### src/rtl/icache_if.sv
// Fetch-side and memory-side signals of the instruction cache.
interface icache_if;
  logic        dp_imemREN;
  logic [31:0] dp_imemaddr;
  logic        dp_ihit;
  logic [31:0] dp_imemload;
  logic        iREN;
  logic [31:0] iaddr;
  logic        iwait;
  logic [31:0] iload;

  // Cache side: serves the datapath, requests from memory.
  modport slave (
    input  dp_imemREN, dp_imemaddr, iwait, iload,
    output dp_ihit, dp_imemload, iREN, iaddr
  );

  // Environment side: datapath requester plus memory responder.
  modport master (
    output dp_imemREN, dp_imemaddr, iwait, iload,
    input  dp_ihit, dp_imemload, iREN, iaddr
  );
endinterface

### src/rtl/icache.sv
// Direct-mapped instruction cache: combinational hits, single-word fill on
// miss, whole-cache invalidate and saturating hit/miss counters.
module icache #(
  parameter int unsigned SETS = 16,
  parameter int unsigned CNTW = 32
) (
  input  logic            CLK,
  input  logic            nRST,
  icache_if.slave         bus,
  input  logic            inv,
  output logic [CNTW-1:0] hit_count,
  output logic [CNTW-1:0] miss_count
);
  localparam int unsigned IDXW = $clog2(SETS);
  localparam int unsigned TAGW = 30 - IDXW;
  localparam logic [CNTW-1:0] CNT_MAX = '1;

  typedef enum logic {IDLE, FETCH} state_t;

  state_t          state, state_n;
  logic [SETS-1:0] valid;
  logic [TAGW-1:0] tags [SETS];
  logic [31:0]     data [SETS];
  logic [29:0]     miss_word;

  logic [IDXW-1:0] req_idx, fill_idx;
  logic [TAGW-1:0] req_tag, fill_tag;
  logic            hit, miss, fill;
  logic            unused_offset;

  assign req_idx       = bus.dp_imemaddr[IDXW+1:2];
  assign req_tag       = bus.dp_imemaddr[31:IDXW+2];
  assign fill_idx      = miss_word[IDXW-1:0];
  assign fill_tag      = miss_word[29:IDXW];
  assign unused_offset = ^bus.dp_imemaddr[1:0];

  // State register; reset abandons any fill in flight.
  always_ff @(posedge CLK or negedge nRST) begin
    if (!nRST) state <= IDLE;
    else       state <= state_n;
  end

  // Next state, hit/miss detection and bus outputs.
  always_comb begin
    state_n         = state;
    hit             = 1'b0;
    miss            = 1'b0;
    fill            = 1'b0;
    bus.dp_ihit     = 1'b0;
    bus.dp_imemload = '0;
    bus.iREN        = 1'b0;
    bus.iaddr       = '0;
    case (state)
      IDLE: begin
        hit         = bus.dp_imemREN && valid[req_idx] && (tags[req_idx] == req_tag);
        miss        = bus.dp_imemREN && !hit;
        bus.dp_ihit = hit;
        if (hit)  bus.dp_imemload = data[req_idx];
        if (miss) state_n = FETCH;
      end
      FETCH: begin
        bus.iREN  = 1'b1;
        bus.iaddr = {miss_word, 2'b00};
        if (!bus.iwait) begin
          fill    = 1'b1;
          state_n = IDLE;
        end
      end
      default: state_n = IDLE;
    endcase
  end

  // Miss address capture; held for the whole fill.
  always_ff @(posedge CLK or negedge nRST) begin
    if (!nRST)     miss_word <= '0;
    else if (miss) miss_word <= bus.dp_imemaddr[31:2];
  end

  // Frame storage; invalidate is applied after the fill so it wins on a shared edge.
  always_ff @(posedge CLK or negedge nRST) begin
    if (!nRST) begin
      valid <= '0;
      for (int i = 0; i < int'(SETS); i++) begin
        tags[i] <= '0;
        data[i] <= '0;
      end
    end else begin
      if (fill) begin
        valid[fill_idx] <= 1'b1;
        tags[fill_idx]  <= fill_tag;
        data[fill_idx]  <= bus.iload;
      end
      if (inv) valid <= '0;
    end
  end

  // Saturating performance counters.
  always_ff @(posedge CLK or negedge nRST) begin
    if (!nRST) begin
      hit_count  <= '0;
      miss_count <= '0;
    end else begin
      if (hit && hit_count != CNT_MAX)   hit_count  <= hit_count + CNTW'(1);
      if (miss && miss_count != CNT_MAX) miss_count <= miss_count + CNTW'(1);
    end
  end
endmodule

### src/flat_wrapper.sv
// flat-port wrapper written by rule: the top's interface ports become plain ports
module icache_flat 
#(
  parameter int unsigned SETS = 16,
  parameter int unsigned CNTW = 32
)
  (CLK, nRST, inv, hit_count, miss_count, bus_dp_imemREN, bus_dp_imemaddr, bus_iwait, bus_iload, bus_dp_ihit, bus_dp_imemload, bus_iREN, bus_iaddr);
  icache_if bus_i ();
  input  logic CLK;
  input  logic nRST;
  input  logic inv;
  output logic [CNTW-1:0] hit_count;
  output logic [CNTW-1:0] miss_count;
  input wire logic [$bits(bus_i.dp_imemREN)-1:0] bus_dp_imemREN;
  input wire logic [$bits(bus_i.dp_imemaddr)-1:0] bus_dp_imemaddr;
  input wire logic [$bits(bus_i.iwait)-1:0] bus_iwait;
  input wire logic [$bits(bus_i.iload)-1:0] bus_iload;
  output wire logic [$bits(bus_i.dp_ihit)-1:0] bus_dp_ihit;
  output wire logic [$bits(bus_i.dp_imemload)-1:0] bus_dp_imemload;
  output wire logic [$bits(bus_i.iREN)-1:0] bus_iREN;
  output wire logic [$bits(bus_i.iaddr)-1:0] bus_iaddr;
  assign bus_i.dp_imemREN = bus_dp_imemREN;
  assign bus_i.dp_imemaddr = bus_dp_imemaddr;
  assign bus_i.iwait = bus_iwait;
  assign bus_i.iload = bus_iload;
  assign bus_dp_ihit = bus_i.dp_ihit;
  assign bus_dp_imemload = bus_i.dp_imemload;
  assign bus_iREN = bus_i.iREN;
  assign bus_iaddr = bus_i.iaddr;
  icache #(.SETS(SETS), .CNTW(CNTW)) u_core (.CLK(CLK), .nRST(nRST), .bus(bus_i), .inv(inv), .hit_count(hit_count), .miss_count(miss_count));
endmodule
### config.mk
export PLATFORM = sky130hd
export DESIGN_NAME = icache_flat
export DESIGN_NICKNAME = d
export VERILOG_FILES = /design/src/rtl/icache_if.sv /design/src/rtl/icache.sv /design/src/flat_wrapper.sv
export SDC_FILE = /design/constraint.sdc
export NUM_CORES = 1
export LEC_CHECK = 0
export BUFFER_PORTS_ARGS = -buffer_cell sky130_fd_sc_hd__buf_4
export CELL_PAD_IN_SITES_DETAIL_PLACEMENT = 1
export CELL_PAD_IN_SITES_GLOBAL_PLACEMENT = 2
export CORE_MARGIN = 2
export CORE_UTILIZATION = 30
export CTS_CLUSTER_DIAMETER = 150
export CTS_CLUSTER_SIZE = 30
export DETAILED_ROUTE_END_ITERATION = 10
export GPL_TIMING_DRIVEN = 0
export PLACE_DENSITY = 0.61
export SYNTH_ARGS = -nofsm -noshare
export SYNTH_HDL_FRONTEND = slang
export SYNTH_SLANG_ARGS = --single-unit
### constraint.sdc
create_clock -name CLK -period 7.1 [get_ports CLK]
set_clock_uncertainty 0.1 [all_clocks]
set_input_delay 1.065 -clock CLK [delete_from_list [all_inputs] [get_ports CLK]]
set_output_delay 1.065 -clock CLK [all_outputs]
set_load 0.02 [all_outputs]
# After elaboration in Yosys (flattened, before gate mapping)
# Cells that the tools add are included.
dict set report classes {
  n_addsub 2
  order_cmp 6
  n_eq_ne 3
  mux 29
  bitwise_logic 4
  reduce_logical 9
}
# op n
set op_table {}
lappend op_table {{bitwise mux 512 bit} 1}
lappend op_table {{bitwise mux 416 bit} 1}
lappend op_table {{2-to-1 mux 32 bit} 6}
lappend op_table {{binary-select mux 32 bit (select 4 bit)} 1}
lappend op_table {{demux 32 bit (select 4 bit)} 1}
lappend op_table {{binary-select mux 26 bit (select 4 bit)} 1}
lappend op_table {{demux 26 bit (select 4 bit)} 1}
lappend op_table {{2-to-1 mux 26 bit} 3}
lappend op_table {{adder 32 x 1 -> 32 bit (second input constant)} 2}
lappend op_table {{inequality test 32 bit (second input constant)} 2}
lappend op_table {{2-to-1 mux 16 bit} 2}
lappend op_table {{equality test 26 bit} 1}
lappend op_table {{OR 16 bit} 1}
lappend op_table {{greater-or-equal comparator 5 bit (second input constant)} 2}
lappend op_table {{less-than comparator 4 x 5 -> 1 bit (second input constant)} 2}
lappend op_table {{inverter 4 -> 5 bit} 2}
lappend op_table {{2-to-1 mux 1 bit} 9}
lappend op_table {{logical AND 1 bit} 7}
lappend op_table {{less-than comparator 5 x 1 -> 1 bit (second input constant)} 1}
lappend op_table {{binary-select mux 1 bit (select 4 bit)} 1}
lappend op_table {{demux 1 bit (select 4 bit)} 1}
lappend op_table {{greater-or-equal comparator 4 x 1 -> 1 bit (second input constant)} 1}
lappend op_table {{case mux 1 bit (2 select lines)} 1}
lappend op_table {{nonzero test 2 bit} 1}
lappend op_table {{other kinds (2)} 2}
dict set report word_totals {
  register_bits 1039
  output_inout_bits 130
  wordCells 90
}

# Longest topological paths before layout
dict set report depth {
  ltp_word 10
  depth_mapped 15
  ltp_nobuf 9
}

# Worst setup path after synthesis
# Ideal clock, no wire load.
dict set report synth_timing {
  kind {input-to-output}
  from {input bus_dp_imemaddr[4]}
  to {output bus_dp_imemload[10]}
  arrival_time_ns 4.241
  required_ns 5.935
  setup_slack_ns 1.694
  cell_stages 12
  path_buffers 5
  path_cell_list {buf_6 -> buf_2 -> buf_2 -> mux4_2 -> mux4_2 -> xor2_1 -> or4_1 -> nor3_1 -> nand4_1 -> clkbuf_1 -> clkbuf_1 -> nor2b_1}
}
dict set report synth_between {
  elab_chain_cells 8
  elab_cells_between_ends 14
  cone_classes {1 x eq/ne; 10 x mux; 1 x bitwise; 2 x reduce/logical}
}
# item line_no
set synth_lines {}
lappend synth_lines {{from (decl)} flat_wrapper.sv:15} ;# input wire logic [$bits(bus_i.dp_imemaddr)-1:0] bus_dp_imemaddr;
lappend synth_lines {{inverter 4 -> 5 bit (not written as such)} {icache.sv:55, icache.sv:58}}
lappend synth_lines {{binary-select mux 26 bit (select 4 bit)} icache.sv:55} ;# hit = bus.dp_imemREN && valid[req_idx] && (tags[req_idx] == req_tag);
lappend synth_lines {{2-to-1 mux 26 bit (not written as such) (2 in a row)} icache.sv:55}
lappend synth_lines {{equality test 26 bit} icache.sv:55}
lappend synth_lines {{logical AND 1 bit} icache.sv:55}
lappend synth_lines {{2-to-1 mux 32 bit *} icache.sv:58} ;# if (hit) bus.dp_imemload = data[req_idx];
lappend synth_lines {{2-to-1 mux 32 bit *} icache.sv:53} ;# case (state)
lappend synth_lines {{to (decl)} flat_wrapper.sv:19} ;# output wire logic [$bits(bus_i.dp_imemload)-1:0] bus_dp_imemload;
# Mark *: on every way between the ends. The rest lies on a longest branch, timed or not. The select of a mux whose other input is x is not followed.

# Final worst setup path
dict set report layout_timing {
  from {input bus_dp_imemaddr[4]}
  to {output bus_dp_imemload[1]}
}
# The elaborated chain is that of the path after synthesis.

==> impl_metrics.env <==
export IMPL_status="finished, final reports clean"
export IMPL_p_int_mw=12.4
export IMPL_period_share=0.982
export IMPL_fillers=16200
export IMPL_pin_count=199
export IMPL_wl_per_cell_um=28.3
export IMPL_clk_latency_ps=670
export IMPL_multi_input_area_um2=20200
export IMPL_antenna_left=0
export IMPL_num_vias=27500
export IMPL_io_buffers=190
export IMPL_seq_area_um2=26000
export IMPL_drt_first_pass_iters=5
export IMPL_dieArea_um2=161000
export IMPL_crit_fanout=10
export IMPL_max_cap_viol_count=0
export IMPL_synth_cell_types=50
export IMPL_ctsHtreeMaxLevel=2
export IMPL_drive_above_1_share=0.466
export IMPL_worst_setup_path_type="input port to primary output"
export IMPL_grt_antenna_before_repair=7
export IMPL_whs_ps=291
export IMPL_grt_pass1_wl_um=222000
export IMPL_max_freq_mhz=143
export IMPL_final_common_cell="dfrtp_1"
export IMPL_syn_cell_area_um2=47300
export IMPL_yosys_register_bits=1039
export IMPL_crit_buf_inv=9
export IMPL_yosys_warnings=0
export IMPL_critPathMaxStageDelay_ps=860
export IMPL_place_congestion=0.787
export IMPL_hp_class="input port to asynchronous set/reset pin"
export IMPL_dpl_worst_slack_ps=-1380
export IMPL_clkPwrFrac=0.180
export IMPL_tightest_slew_ps=1450
export IMPL_p_switching_mw=5.02
export IMPL_cts_path_max_buffers=3
export IMPL_async_flop_share=1.00
export IMPL_relSlewSlack=0.0358
export IMPL_synth_edf_count=0
export IMPL_ys_seq_area_frac=0.549
export IMPL_worstPathRequired_ps=5930
export IMPL_syn_inst=3063
export IMPL_start_kind="input port"
export IMPL_rsz0062_at_grt="false"
export IMPL_max_vdd_ir_drop_mv=0.169
export IMPL_via_per_inst=5.13
export IMPL_power_density_nw_per_um2=329
export IMPL_tritoncts="done"
export IMPL_grt_pass1_vias=29400
export IMPL_drt_total_wl_um=152000
export IMPL_drv_slew=0
export IMPL_drc=0
export IMPL_pwr_share_seq=0.541
export IMPL_fin_nets=3376
export IMPL_grt_use_total=0.188
export IMPL_mostFrequentLayoutCells="1,039 x dfrtp_1, 960 x mux2_2, 253 x mux4_2, 207 x buf_4, 128 x clkbuf_1"
export IMPL_start_util=0.303
export IMPL_p_sw_frac=0.288
export IMPL_syn_to_final_growth_pct=11.7
export IMPL_core_um2=156000
export IMPL_numCtsBuffers=41
export IMPL_cp_slowest_cell="clkbuf_1"
export IMPL_fp_dieH_um=401
export IMPL_cp_end_kind="primary output"
export IMPL_period_needed_ps=6980
export IMPL_arrival_ps=5810
export IMPL_p_comb_frac=0.280
export IMPL_utilization=0.338
export IMPL_synth_main_ff_cell="dfrtp_1"
export IMPL_clkTransAtPathRegs_ps=110
export IMPL_synth_area_per_cell_um2=15.5
export IMPL_setup_viol=0
export IMPL_worst_slack_ps=124
export IMPL_cpMostUsedCell="buf_4"
export IMPL_num_rows=145
export IMPL_cts_sinks=1039
export IMPL_die_width_um=401
export IMPL_hold_viol=0
export IMPL_dr_first_iter_drc_count=1595
export IMPL_crit_path_cell_trace="buf_6 -> buf_6 -> buf_4 -> buf_4 -> buf_4 -> clkbuf_2 -> clkbuf_1 -> clkbuf_1 -> mux4_2 -> mux4_2 -> nor2b_1 -> buf_4"
export IMPL_leakage_nw=23.3
export IMPL_clock_root_buffer="clkbuf_16"
export IMPL_hpwlAfterDp_um=101000
export IMPL_grt_overflow=0
export IMPL_grt_max_degree=165
export IMPL_cpLargestDelayFamily="buffers and inverters"
## per-layer routing
metal | vias up | track usage | routed length [um]
met2 | 326 | 0.312 | 74200
met4 | 8 | 0.0336 | 2310
li1 | 11700 | - | -
met1 | 15400 | 0.267 | 71100
met3 | 101 | 0.0221 | 4270
met5 | - | 0 | 51
## cell families after synthesis
family,Yosys count,synth area share
AOI/OAI and AO/OA,63,0.00941
buffers and inverters,274,0.0245
DFF,1039,0.549
xor gates and xnor gates,82,0.0152
muxes,1285,0.364
other,1,0.0000792
adders and majority gates,2,0.000529
and+or+nand+nor,317,0.0369
## state kept, by name, summed over array words and instances (netlist names)
| name | count |
|---|---|
| u_core.miss_word | 30 |
| u_core.tags | 416 |
| u_core.hit_count | 32 |
| u_core.valid | 16 |
| u_core.state | 1 |
| u_core.data | 512 |
| u_core.miss_count | 32 |
## power groups by stage
stage          clock, mW  sequential (mW)  combinational (mW)
6_report            3.13             9.42                4.87
3_3_place_gp           0             9.47                4.78
2_1_floorplan          0             9.11                3.75
5_1_grt             3.45             9.74                5.26
4_1_cts             3.29             9.41                4.95
3_5_place_dp           0             9.54                4.94
## repair_timing
| action | CTS | global route |
|---|---|---|
| hold buffers | 0 | 0 |
| pin swaps | 1 | 0 |
| setup endpoints to repair | 33 | 10 |
| buffers inserted | 1 | 0 |
| gates resized for setup | 42 | 12 |
## per-stage QoR
stage	power, mW	cell area (um2)	instances	TNS [ps]
CTS	17.6	52800	5368	0
global route	18.4	52900	5368	0
detailed placement	14.5	51600	5319	-31860
floorplan	12.9	47300	3064	0
global placement	14.2	51300	5312	-8833290
finish	17.4	52900	5371	0
## synth_stat cells, types with 19 or more instances
master,number,area (um2)
dfrtp_1,1039,26000
mux2_2,960,10800
mux4_2,253,5700
clkbuf_1,140,526
buf_1,75,282
mux2i_1,66,661
nand2_1,56,210
nor2b_1,48,300
xnor2_1,44,385
nor2_1,38,143
xor2_1,38,333
and2_1,36,225
nand4_1,24,150
nand3_1,23,115
buf_2,22,110
nor3_1,20,100
a22oi_1,19,143
and3_1,19,119
## final timing paths
path / start / end / slack (ps) / cells past startpoint
max in group asynchronous: nRST / u_core.data[82]$_DFFE_PN0P_ / 3940 / 4
hold reg to reg: u_core.hit_count[13]$_DFFE_PN0P_ / u_core.hit_count[13]$_DFFE_PN0P_ / 400 / 1
hold / removal: nRST / u_core.tags[271]$_DFFE_PN0P_ / 290 / 1
setup / recovery: bus_dp_imemaddr[4] / bus_dp_imemload[1] / 120 / 12
setup reg to reg: u_core.state$_DFF_PN0_ / u_core.data[90]$_DFFE_PN0P_ / 1340 / 8
min in group CLK: u_core.hit_count[13]$_DFFE_PN0P_ / u_core.hit_count[13]$_DFFE_PN0P_ / 400 / 1
## layout make-up
| class | count | share of cell area |
|---|---|---|
| sequential | 1039 | 0.492 |
| timing repair buffer | 198 | 0.0309 |
| clock inverter | 3 | 0.00104 |
| clock buffer | 45 | 0.0209 |
| buffer | 258 | 0.0228 |
| antenna | 3 | 0.000142 |
| inverter | 16 | 0.00114 |
| multi-input combinational | 1751 | 0.382 |
| tap | 2058 | 0.0487 |
Power figures use the tool's default switching activity.
